File: src/rtl/stream_pkg.sv
// Shared stream constants: FSM state encoding, LFSR taps and default seed.
// Used by rand_source and its companion backpressure sink.
package stream_pkg;

    typedef enum logic [1:0] {
        IDLE = 2'd0,
        GAP  = 2'd1,
        SEND = 2'd2
    } stream_state_e;

    localparam logic [7:0] LFSR_TAPS    = 8'hB8;
    localparam logic [7:0] DEFAULT_SEED = 8'hA5;

    // One step of the right-shifting 8-bit Galois LFSR.
    function automatic logic [7:0] lfsr_next(input logic [7:0] cur);
        return {1'b0, cur[7:1]} ^ (cur[0] ? LFSR_TAPS : 8'h00);
    endfunction

endpackage

File: src/rtl/lfsr8.sv
// 8-bit Galois LFSR. Loads seed on rst and advances one step per step pulse.
module lfsr8
    import stream_pkg::*;
(
    input  logic       clk,
    input  logic       rst,
    input  logic       step,
    input  logic [7:0] seed,
    output logic [7:0] q
);

    // Hold the register, reload the seed on reset, advance once per step pulse.
    always_ff @(posedge clk) begin
        // NOTE: sequential state uses non-blocking assignments so every flop
        // samples pre-edge values, regardless of statement order.
        if (rst) begin
            q <= seed;
        end else if (step) begin
            q <= lfsr_next(q);
        end
    end

endmodule

File: src/rtl/rand_source.sv
// Valid/ready/last packet source with pseudo-random idle gaps between beats.
// Build option RAND_SOURCE_GAP_EN: when defined, gap lengths come from an
// lfsr8 instance; when undefined, every gap is zero and beats are back-to-back.
module rand_source
    import stream_pkg::*;
#(
    parameter int         LEN     = 8,
    parameter int         PKT_LEN = 4,
    parameter int         GAP_W   = 3,
    parameter logic [7:0] SEED    = DEFAULT_SEED
) (
    input  logic           clk,
    input  logic           rst,
    input  logic           en,
    input  logic           ready_in,
    output logic           valid_out,
    output logic [LEN-1:0] data,
    output logic           last,
    output logic [7:0]     pkt_cnt
);

    localparam int               IDX_W    = (PKT_LEN > 1) ? $clog2(PKT_LEN) : 1;
    localparam logic [IDX_W-1:0] IDX_LAST = IDX_W'(PKT_LEN - 1);

    stream_state_e    state;
    logic [IDX_W-1:0] beat_idx;
    logic [IDX_W-1:0] idx_next;
    logic [GAP_W-1:0] gap_cnt;
    logic [GAP_W-1:0] g;
    logic             xfer;

    assign xfer     = valid_out && ready_in;
    assign idx_next = (beat_idx == IDX_LAST) ? '0 : beat_idx + 1'b1;

`ifdef RAND_SOURCE_GAP_EN
    logic       load_g;
    logic [7:0] lfsr_q;

    // A new gap value is consumed when leaving IDLE or after each transfer
    // that keeps generating; the LFSR steps exactly on those cycles.
    assign load_g = en && ((state == IDLE) || ((state == SEND) && xfer));

    lfsr8 u_lfsr (
        .clk  (clk),
        .rst  (rst),
        .step (load_g),
        .seed (SEED),
        .q    (lfsr_q)
    );

    assign g = lfsr_q[GAP_W-1:0];

    if (GAP_W < 8) begin : g_lfsr_hi
        logic unused_lfsr_hi;
        assign unused_lfsr_hi = ^lfsr_q[7:GAP_W];
    end
`else
    // Without the LFSR every gap is zero, so GAP is never entered.
    assign g = '0;

    logic unused_seed;
    assign unused_seed = ^SEED;
`endif

    // Handshake FSM with registered valid/data/last and the packet counter.
    always_ff @(posedge clk) begin
        if (rst) begin
            state     <= IDLE;
            valid_out <= 1'b0;
            data      <= '0;
            last      <= 1'b0;
            beat_idx  <= '0;
            gap_cnt   <= '0;
            pkt_cnt   <= 8'd0;
        end else begin
            case (state)
                IDLE: begin
                    if (en) begin
                        if (g == '0) begin
                            state     <= SEND;
                            valid_out <= 1'b1;
                            last      <= (beat_idx == IDX_LAST);
                        end else begin
                            state   <= GAP;
                            gap_cnt <= g - 1'b1;
                        end
                    end
                end

                GAP: begin
                    if (!en) begin
                        state <= IDLE;
                    end else if (gap_cnt == '0) begin
                        state     <= SEND;
                        valid_out <= 1'b1;
                        last      <= (beat_idx == IDX_LAST);
                    end else begin
                        gap_cnt <= gap_cnt - 1'b1;
                    end
                end

                SEND: begin
                    // en is only looked at once the presented beat has gone.
                    if (xfer) begin
                        data     <= data + 1'b1;
                        beat_idx <= idx_next;
                        if (last) begin
                            pkt_cnt <= pkt_cnt + 8'd1;
                        end
                        if (!en) begin
                            state     <= IDLE;
                            valid_out <= 1'b0;
                            last      <= 1'b0;
                        end else if (g == '0) begin
                            last <= (idx_next == IDX_LAST);
                        end else begin
                            state     <= GAP;
                            valid_out <= 1'b0;
                            last      <= 1'b0;
                            gap_cnt   <= g - 1'b1;
                        end
                    end
                end

                default: begin
                    state     <= IDLE;
                    valid_out <= 1'b0;
                    last      <= 1'b0;
                end
            endcase
        end
    end

endmodule

File: config.mk
export PLATFORM = sky130hd
export DESIGN_NAME = rand_source
export DESIGN_NICKNAME = d
export VERILOG_FILES = /design/src/rtl/stream_pkg.sv /design/src/rtl/lfsr8.sv /design/src/rtl/rand_source.sv
export SDC_FILE = /design/constraint.sdc
export NUM_CORES = 1
export LEC_CHECK = 0
export CAP_MARGIN = 5
export CORE_MARGIN = 1
export CORE_UTILIZATION = 54
export CTS_BUF_LIST = sky130_fd_sc_hd__clkbuf_8
export CTS_CLUSTER_SIZE = 20
export DETAILED_ROUTE_END_ITERATION = 16
export GPL_ROUTABILITY_DRIVEN = 0
export PLACE_DENSITY_LB_ADDON = 0.12
export SLEW_MARGIN = 5
export SYNTH_ARGS = -nofsm -noshare
export SYNTH_HDL_FRONTEND = slang
export SYNTH_SLANG_ARGS = --single-unit
File: constraint.sdc
create_clock -name clk -period 3.15 [get_ports clk]
set_clock_uncertainty 0.15 [all_clocks]
set_input_delay 0.63 -clock clk [delete_from_list [all_inputs] [get_ports clk]]
set_output_delay 0.63 -clock clk [all_outputs]
set_load 0.01 [all_outputs]
==> results of run 1 <==
-- logic make-up (layout without fill, tap and decap cells) --
kind of cell	count (synthesis)	in the layout	synth area share, %
xor+xnor	4	4	3.81
fa+ha+maj	4	4	5.44
buf+inv	10	31	5.31
flops	20	20	43.5
simple gates	35	35	23.3
compound gates	26	26	16.5
mux	2	2	2.18
-- per-stage QoR --
stage | utilization (%) | instance area [sq um] | power [uW] | hold WS [ns]
after global routing | 77.5 | 1190 | 572 | 0.365
after CTS | 77.5 | 1190 | 553 | 0.334
after detailed placement | 72.9 | 1120 | 303 | 0.324
after global placement | 72.9 | 1120 | 301 | 0.316
after floorplan | - | 920 | 291 | 0.346
final | 77.5 | 1190 | 549 | 0.329
-- layout make-up --
type	instances	area [sq um]	share of cell area, %
clock buffer	3	41.3	3.46
sequential	20	400	33.5
multi-input combinational	71	470	39.4
tap	16	20.0	1.68
timing repair buffer	21	210	17.6
inverter	6	22.5	1.88
clock inverter	1	30.0	2.51
-- worst register-to-register path, stage by stage, from the launching register on --
cell and delay (ns):
dfxtp_1 0.62, nand3_4 0.20, or4_1 0.53, a21oi_1 0.15
-- registers in the layout, summed over array words and instances (netlist names) --
signal	cells
beat_idx	2
data	8
pkt_cnt	8
valid_out	1
last	1
-- layout by cell type, fill, tap and decap left out --
master           count
a21bo_2              1
a21oi_1             13
a22oi_1              1
a311oi_1             1
bufinv_16            1
clkbuf_8             3
clkdlybuf4s50_1     21
dfxtp_1             20
ha_1                 4
inv_1                6
mux2i_1              2
nand2_1              4
nand3_1              5
nand3_4              1
nand4_1              4
nand4_4              1
nor2_1               8
nor3_1               1
nor3b_1              1
o21ai_0              6
o31ai_1              4
or3_1                6
or4_1                4
xnor2_1              1
xor2_1               3
-- synth_stat cells --
cell type | instances | share of area [%]
nand4_1 | 4 | 2.7
nand3_1 | 5 | 2.7
o21ai_0 | 6 | 3.3
buf_4 | 1 | 0.82
o31ai_1 | 4 | 3.3
or3_1 | 6 | 4.1
xor2_1 | 3 | 2.9
inv_1 | 6 | 2.4
a22oi_1 | 1 | 0.82
xnor2_1 | 1 | 0.95
nor3_1 | 1 | 0.54
dfxtp_1 | 20 | 44
mux2i_1 | 2 | 2.2
or4_1 | 4 | 3.3
a21oi_1 | 13 | 7.1
a21bo_2 | 1 | 1.1
nand2_1 | 4 | 1.6
buf_6 | 1 | 1.2
nor3b_1 | 1 | 0.82
nor2_1 | 8 | 3.3
nand4_4 | 1 | 2.3
a311oi_1 | 1 | 0.95
nand3_4 | 1 | 1.9
ha_1 | 4 | 5.4
clkbuf_1 | 2 | 0.82
-- how the worst min path moves through the flow --
stage | slack, ns | endpoint | from | cells after the start
2_1_floorplan | 0.35 | data[7] | data[7] | 2
3_3_place_gp | 0.32 | data[7] | data[7] | 2
3_5_place_dp | 0.32 | pkt_cnt[7] | pkt_cnt[7] | 2
4_1_cts | 0.33 | pkt_cnt[7] | pkt_cnt[7] | 2
5_1_grt | 0.37 | pkt_cnt[7] | pkt_cnt[7] | 2
6_report | 0.33 | pkt_cnt[7] | pkt_cnt[7] | 2
-- layer usage --
layer / GRT usage [%] / part of all wire (%) / vias up
met5: 0 / 0 / -
met1: 29.9 / 49 / 358
li1: - / - / 410
met2: 34.6 / 47 / 13
met3: 3.83 / 3.3 / 2
met4: 7.27 / 0.48 / 0
-- report_power, final --
| group | total [uW] | switching [uW] | internal [uW] |
|---|---|---|---|
| registers | 266 | 8.21 | 257 |
| logic | 31.0 | 15.4 | 15.6 |
| clock network | 252 | 82.8 | 169 |
==> impl_metrics.tcl, run 1 <==
set metrics [dict create \
    synth.cell_area_sq_um 920 \
    outcome "completed" \
    cts_made_buffers 3 \
    vias_per_cell 5.67 \
    critPathRequiredTime_ns 2.37 \
    ctsResizeCount 0 \
    fillers 110 \
    holdBufCountCts 0 \
    final_hold_viol_count 0 \
    chipHeight_um 43.3 \
    fin_ws_ns 0.873 \
    path_cells "clkdlybuf4s50_1" \
    placed_cells_incl_taps 134 \
    insertion_delay_ns 0.25 \
    period_share_pct 72.3 \
    ys_ff_latch 20 \
    die_w_um 43.3 \
    ant_nets 0 \
    cts-root-buf "clkbuf_8" \
    vias 783 \
    htree_levels 1 \
    grt_max_degree 21 \
    rsz0062_at_grt "false" \
    avgSynthCellArea_sq_um 9.11 \
    timing.reg2reg.setup_slack_ns 1.42 \
    crit_start "valid_out" \
    cp_slowest_cell "clkdlybuf4s50_1" \
    layout_min_cycle_time_ns 2.28 \
    nets 131 \
    critical_path.max_stage_delay_ns 0.63 \
    post_cts_buffers 0 \
    io_buffers 21 \
    cap_violations 0 \
    fmax_mhz 439 \
    synth_fp_nets 109 \
    power_leakage_uw 0.000418 \
    synth_seq_area_share_pct 43.5 \
    post-dp-hpwl_um 1200 \
    rr_worst_depth 3 \
    grt_pass1_wl_um 3130 \
    r2r-start "valid_out" \
    crit_path_end "valid_out" \
    yosysWarnings 0 \
    critPathTopFamily "buffers and inverters" \
    final_max_slew_viol_count 0 \
    grt_pass1_vias 747 \
    max_slew.worst_pin.slew_ns 0.723 \
    crit_buf_inv 1 \
    areaGrowthSynthToFinish_pct 29.9 \
    cp_num_cells 1 \
    finalNonFillerCells 138 \
    grt_usage_pct 21.9 \
    cp_data_arrival_time_ns 1.50 \
    cp_max_fo 12 \
    setup-tns-final_ns 0 \
    synthCells 101 \
    avgRoutedWirePerCell_um 12.2 \
    cts_tree "done" \
    diodes 0 \
    start_util_pct 59.7 \
    p_per_area_nw_per_um2 459 \
    layout-drive-gt1-share_pct 5.74 \
    path_class "reg -> out" \
    slew_headroom_pct 51.6 \
    grt-ovfl-total 0 \
    dp_worst_setup_slack_ns 0.678 \
    std_cell_rows 14 \
    clock_sinks 20 \
    remaining_drc_errors 0 \
    ir_drop_v 0.000342 \
    antenna_found_initial 0 \
    path_clk_slew_ns 0.07 \
    min_path_type "reg -> reg" \
    start_kind "flop" \
    rr_endpoint "pkt_cnt[7]" \
    cts_buffer_depth 2 \
    core-area_sq_um 1540 \
    drt-total-wl_um 1680 \
    finalSetupViolations 0 \
    drtPass1Iterations 4 \
    drt_iter0_markers 9 \
    dieArea_sq_um 1870 \
    pin_count 22 \
    synthDistinctLibCells 25 \
    cp-end-kind "output pin" \
]
No activity file was read; power rests on OpenSTA's default activity.
==> inputs of run 2 (changes only) <==
Settings changed: CORE_UTILIZATION 54 to 45.
Clock period 3.15 ns to 1.8 ns, I/O delays scaled along.
==> impl_metrics.tcl, run 2 (synthesis results as in run 1) <==
set metrics [dict create \
    outcome "completed" \
    diodes 0 \
    drtPass1Iterations 4 \
    min_path_type "reg -> reg" \
    layout_min_cycle_time_ns 1.75 \
    layout-drive-gt1-share_pct 15.5 \
    pin_count 22 \
    remaining_drc_errors 0 \
    clockPowerShare_pct 39.2 \
    path_class "reg -> out" \
    critical_path.max_stage_delay_ns 0.57 \
    combPwrFrac_pct 7.6 \
    final_cell_mix "19 x clkdlybuf4s50_1, 14 x dfxtp_1, 13 x a21oi_1" \
    grt_max_degree 12 \
    clock_sinks 20 \
    std_cell_rows 15 \
    critPathRequiredTime_ns 1.29 \
    power.internal_uw 679 \
    vias_per_cell 5.45 \
    path_cells "clkdlybuf4s50_1" \
    insertion_delay_ns 0.25 \
    die_w_um 47.2 \
    grt_pass1_vias 761 \
    io_buffers 21 \
    crit_buf_inv 1 \
    grt_pass1_wl_um 3390 \
    cp_max_fo 6 \
    core-area_sq_um 1820 \
    grt-ovfl-total 0 \
    nets 138 \
    dp_worst_setup_slack_ns -0.221 \
    cts_made_buffers 3 \
    final_hold_viol_count 0 \
    htree_levels 1 \
    reg_top3 "data: 8 flops, pkt_cnt: 8 flops, beat_idx: 2 flops" \
    cp_data_arrival_time_ns 1.24 \
    drt_iter0_markers 16 \
    fillers 159 \
    cts_tree "done" \
    setup-tns-final_ns 0 \
    avgRoutedWirePerCell_um 13.0 \
    grt_usage_pct 22.1 \
    finalSetupViolations 0 \
    post-dp-hpwl_um 1510 \
    cts_buffer_depth 2 \
    fmax_mhz 573 \
    p_per_area_nw_per_um2 693 \
    dieArea_sq_um 2230 \
    antenna_found_initial 0 \
    path_clk_slew_ns 0.07 \
    cts-root-buf "clkbuf_8" \
    power_leakage_uw 0.000473 \
    rsz0062_at_grt "false" \
    max_slew.worst_pin.slew_ns 0.339 \
    layout_commonest_cell "clkdlybuf4s50_1" \
    final_max_slew_viol_count 0 \
    cp_slowest_cell "clkdlybuf4s50_1" \
    fin_ws_ns 0.0535 \
    swShare_pct 21.9 \
    p_sw_uw 190 \
    cp-end-kind "output pin" \
    ir_drop_v 0.000544 \
    start_util_pct 50.5 \
    start_kind "flop" \
    cap_violations 0 \
    period_share_pct 97.0 \
    slew_headroom_pct 77.4 \
    holdBufCountCts 0 \
    drt-total-wl_um 2000 \
    critPathTopFamily "buffers and inverters" \
    chipHeight_um 47.2 \
    p_seq_share_pct 53.2 \
    ant_nets 0 \
    vias 839 \
    areaGrowthSynthToFinish_pct 36.5 \
]
[run 2: per-stage QoR]
stage	hold slack [ns]	util (%)	cells	cell area, sq um	total power [uW]
6_report	0.335	68.9	154	1250	870
5_1_grt	0.364	68.9	154	1250	905
3_3_place_gp	0.310	65.2	150	1190	535
3_5_place_dp	0.329	65.2	150	1190	539
2_1_floorplan	0.327	-	101	920	509
4_1_cts	0.339	68.2	154	1240	874
[run 2: final cells by class]
| type | instances | area, sq um | share of cell area, % |
|---|---|---|---|
| Multi-Input combinational cell | 71 | 470 | 37.5 |
| Tap cell | 25 | 31.3 | 2.49 |
| Sequential cell | 20 | 408 | 32.5 |
| Inverter | 6 | 22.5 | 1.79 |
| Clock buffer | 4 | 55.1 | 4.39 |
| Timing Repair Buffer | 28 | 268 | 21.3 |
[run 2: what timing repair did]
action,CTS,global route
resized for setup,0,8
endpoints found under the setup margin,0,13
endpoints found under the hold margin,0,0
buffers inserted,0,0
[run 2: worst paths after layout]
path                   start         end  slack (ns)  cells after the start
setup / recovery  pkt_cnt[1]  pkt_cnt[1]        0.05                      1
hold / removal       data[7]     data[7]        0.33                      2
setup reg to reg  pkt_cnt[1]  pkt_cnt[6]        0.24                      4
hold reg to reg      data[7]     data[7]        0.33                      2
[run 2: tightest hold or removal path, stage by stage (launching register included)]
cell and delay, ns:
dfxtp_1 0.32, o31ai_1 0.06, a21oi_1 0.05
[run 2: layer usage]
layer	wire, um	GRT usage, %
met1	889	27.3
met3	63	3.85
met5	0	0
met4	28	12.0
met2	1010	36.7
[run 2: power by group through the flow]
stage | logic, uW | registers, uW | clock network [uW]
after floorplan | 36.4 | 472 | 0
after global placement | 63.9 | 471 | 0
after detailed placement | 67.0 | 472 | 0
after CTS | 67.1 | 461 | 346
after global routing | 72.9 | 464 | 368
final | 66.4 | 462 | 341
==> inputs of run 3 (changes only) <==
Settings changed: CORE_UTILIZATION 45 to 35.
==> impl_metrics.tcl, run 3 (synthesis results as in run 1) <==
set metrics [dict create \
    outcome "completed" \
    remaining_drc_errors 0 \
    slew_headroom_pct 83.3 \
    hold_start "pkt_cnt[7]" \
    ant_nets 0 \
    cts-root-buf "clkbuf_8" \
    path_class "reg -> out" \
    final_max_slew_viol_count 0 \
    min_path_type "reg -> reg" \
    grt_pass1_vias 785 \
    finalSetupViolations 0 \
    nets 140 \
    path_clk_slew_ns 0.07 \
    wl_met2_um 932 \
    layout_commonest_cell "clkdlybuf4s50_1" \
    pin_count 22 \
    avgRoutedWirePerCell_um 11.9 \
    insertion_delay_ns 0.25 \
    max_slew.worst_pin.slew_ns 0.251 \
    grt_pass1_wl_um 3290 \
    holdBufCountCts 0 \
    critPathRequiredTime_ns 1.29 \
    cts_made_buffers 3 \
    r2r-start "valid_out" \
    grt_usage_pct 15.9 \
    drtPass1Iterations 4 \
    antenna_found_initial 0 \
    critical_path.max_stage_delay_ns 0.57 \
    final_hold_viol_count 0 \
    die_w_um 53.3 \
    cts_buffer_depth 2 \
    io_buffers 21 \
    clock_sinks 20 \
    p_per_area_nw_per_um2 681 \
    fmax_mhz 568 \
    path_cells "clkdlybuf4s50_1" \
    htree_levels 1 \
    cp_data_arrival_time_ns 1.25 \
    grt_max_degree 21 \
    reg_top3 "data: 8 flops, pkt_cnt: 8 flops, beat_idx: 2 flops" \
    power.total_uw 867 \
    m1WireLength_um 924 \
    top_layer "met4" \
    layout-drive-gt1-share_pct 16.8 \
    chipHeight_um 53.3 \
    crit_buf_inv 1 \
    cts_tree "done" \
    cp_max_fo 4 \
    period_share_pct 97.8 \
    drt_iter0_markers 7 \
    vias_per_cell 5.18 \
    post_cts_buffers 0 \
    drt-total-wl_um 1910 \
    cp_slowest_cell "clkdlybuf4s50_1" \
    dieArea_sq_um 2840 \
    grt-ovfl-total 0 \
    areaGrowthSynthToFinish_pct 38.5 \
    ctsResizeCount 1 \
    finalNonFillerCells 161 \
    start_util_pct 37.1 \
    ir_drop_v 0.000471 \
    std_cell_rows 18 \
    crit_start "valid_out" \
    critPathTopFamily "buffers and inverters" \
    power_leakage_uw 0.000463 \
    diodes 0 \
    cap_violations 0 \
    dr_wl_met3_um 42 \
    placed_cells_incl_taps 157 \
    cp-end-kind "output pin" \
    core-area_sq_um 2480 \
    final_cell_mix "20 x clkdlybuf4s50_1, 14 x dfxtp_1, 13 x a21oi_1" \
    post-dp-hpwl_um 1400 \
    timing.reg2reg.setup_slack_ns 0.26 \
    start_kind "flop" \
    vias 834 \
    rsz0062_at_grt "false" \
    layout_min_cycle_time_ns 1.76 \
]
run 3: changes by cell type in the layout (fill, tap and decap cells not counted), sizes merged:
cell,previous run,this run
clkdlybuf4s50,19,20
dlymetal6s2s,2,1
buf,7,9
run 3: cell type report:
class,instances,area (sq um)
fillers,246,1200
well taps,30,37.5
multi-input cells,71,470
repair buffers,30,280
clock buffers,4,55.1
inverters,6,22.5
flip-flops and latches,20,408
run 3: through the flow:
stage	setup TNS (ns)	hold WS, ns	worst slack [ns]	area [sq um]	util (%)
final	0	0.339	0.0400	1270	51.4
after global routing	0	0.375	0.00127	1270	51.4
after CTS	0	0.347	0.0000613	1260	51.1
after detailed placement	-1.63	0.335	-0.264	1210	48.8
after global placement	-1.28	0.318	-0.203	1210	48.8
after floorplan	0	0.327	0.291	920	-
run 3: path summary, 6_finish.rpt:
| check | end | cells past startpoint |
|---|---|---|
| setup / recovery | valid_out | 1 |
| hold / removal | pkt_cnt[7] | 2 |
| setup reg to reg | data[7] | 4 |
| hold reg to reg | pkt_cnt[7] | 2 |
run 3: power breakdown:
part           switching (uW)  leakage, uW  total, uW  internal (uW)
clock                     144    0.0000288        339            194
sequential               11.1     0.000165        462            451
combinational            32.4     0.000270       66.7           34.4
run 3: routing by layer:
metal	vias to the layer above	track usage, %
met5	-	0
met4	0	6.58
met3	2	2.59
met2	9	27.3
met1	396	19.4
li1	427	-
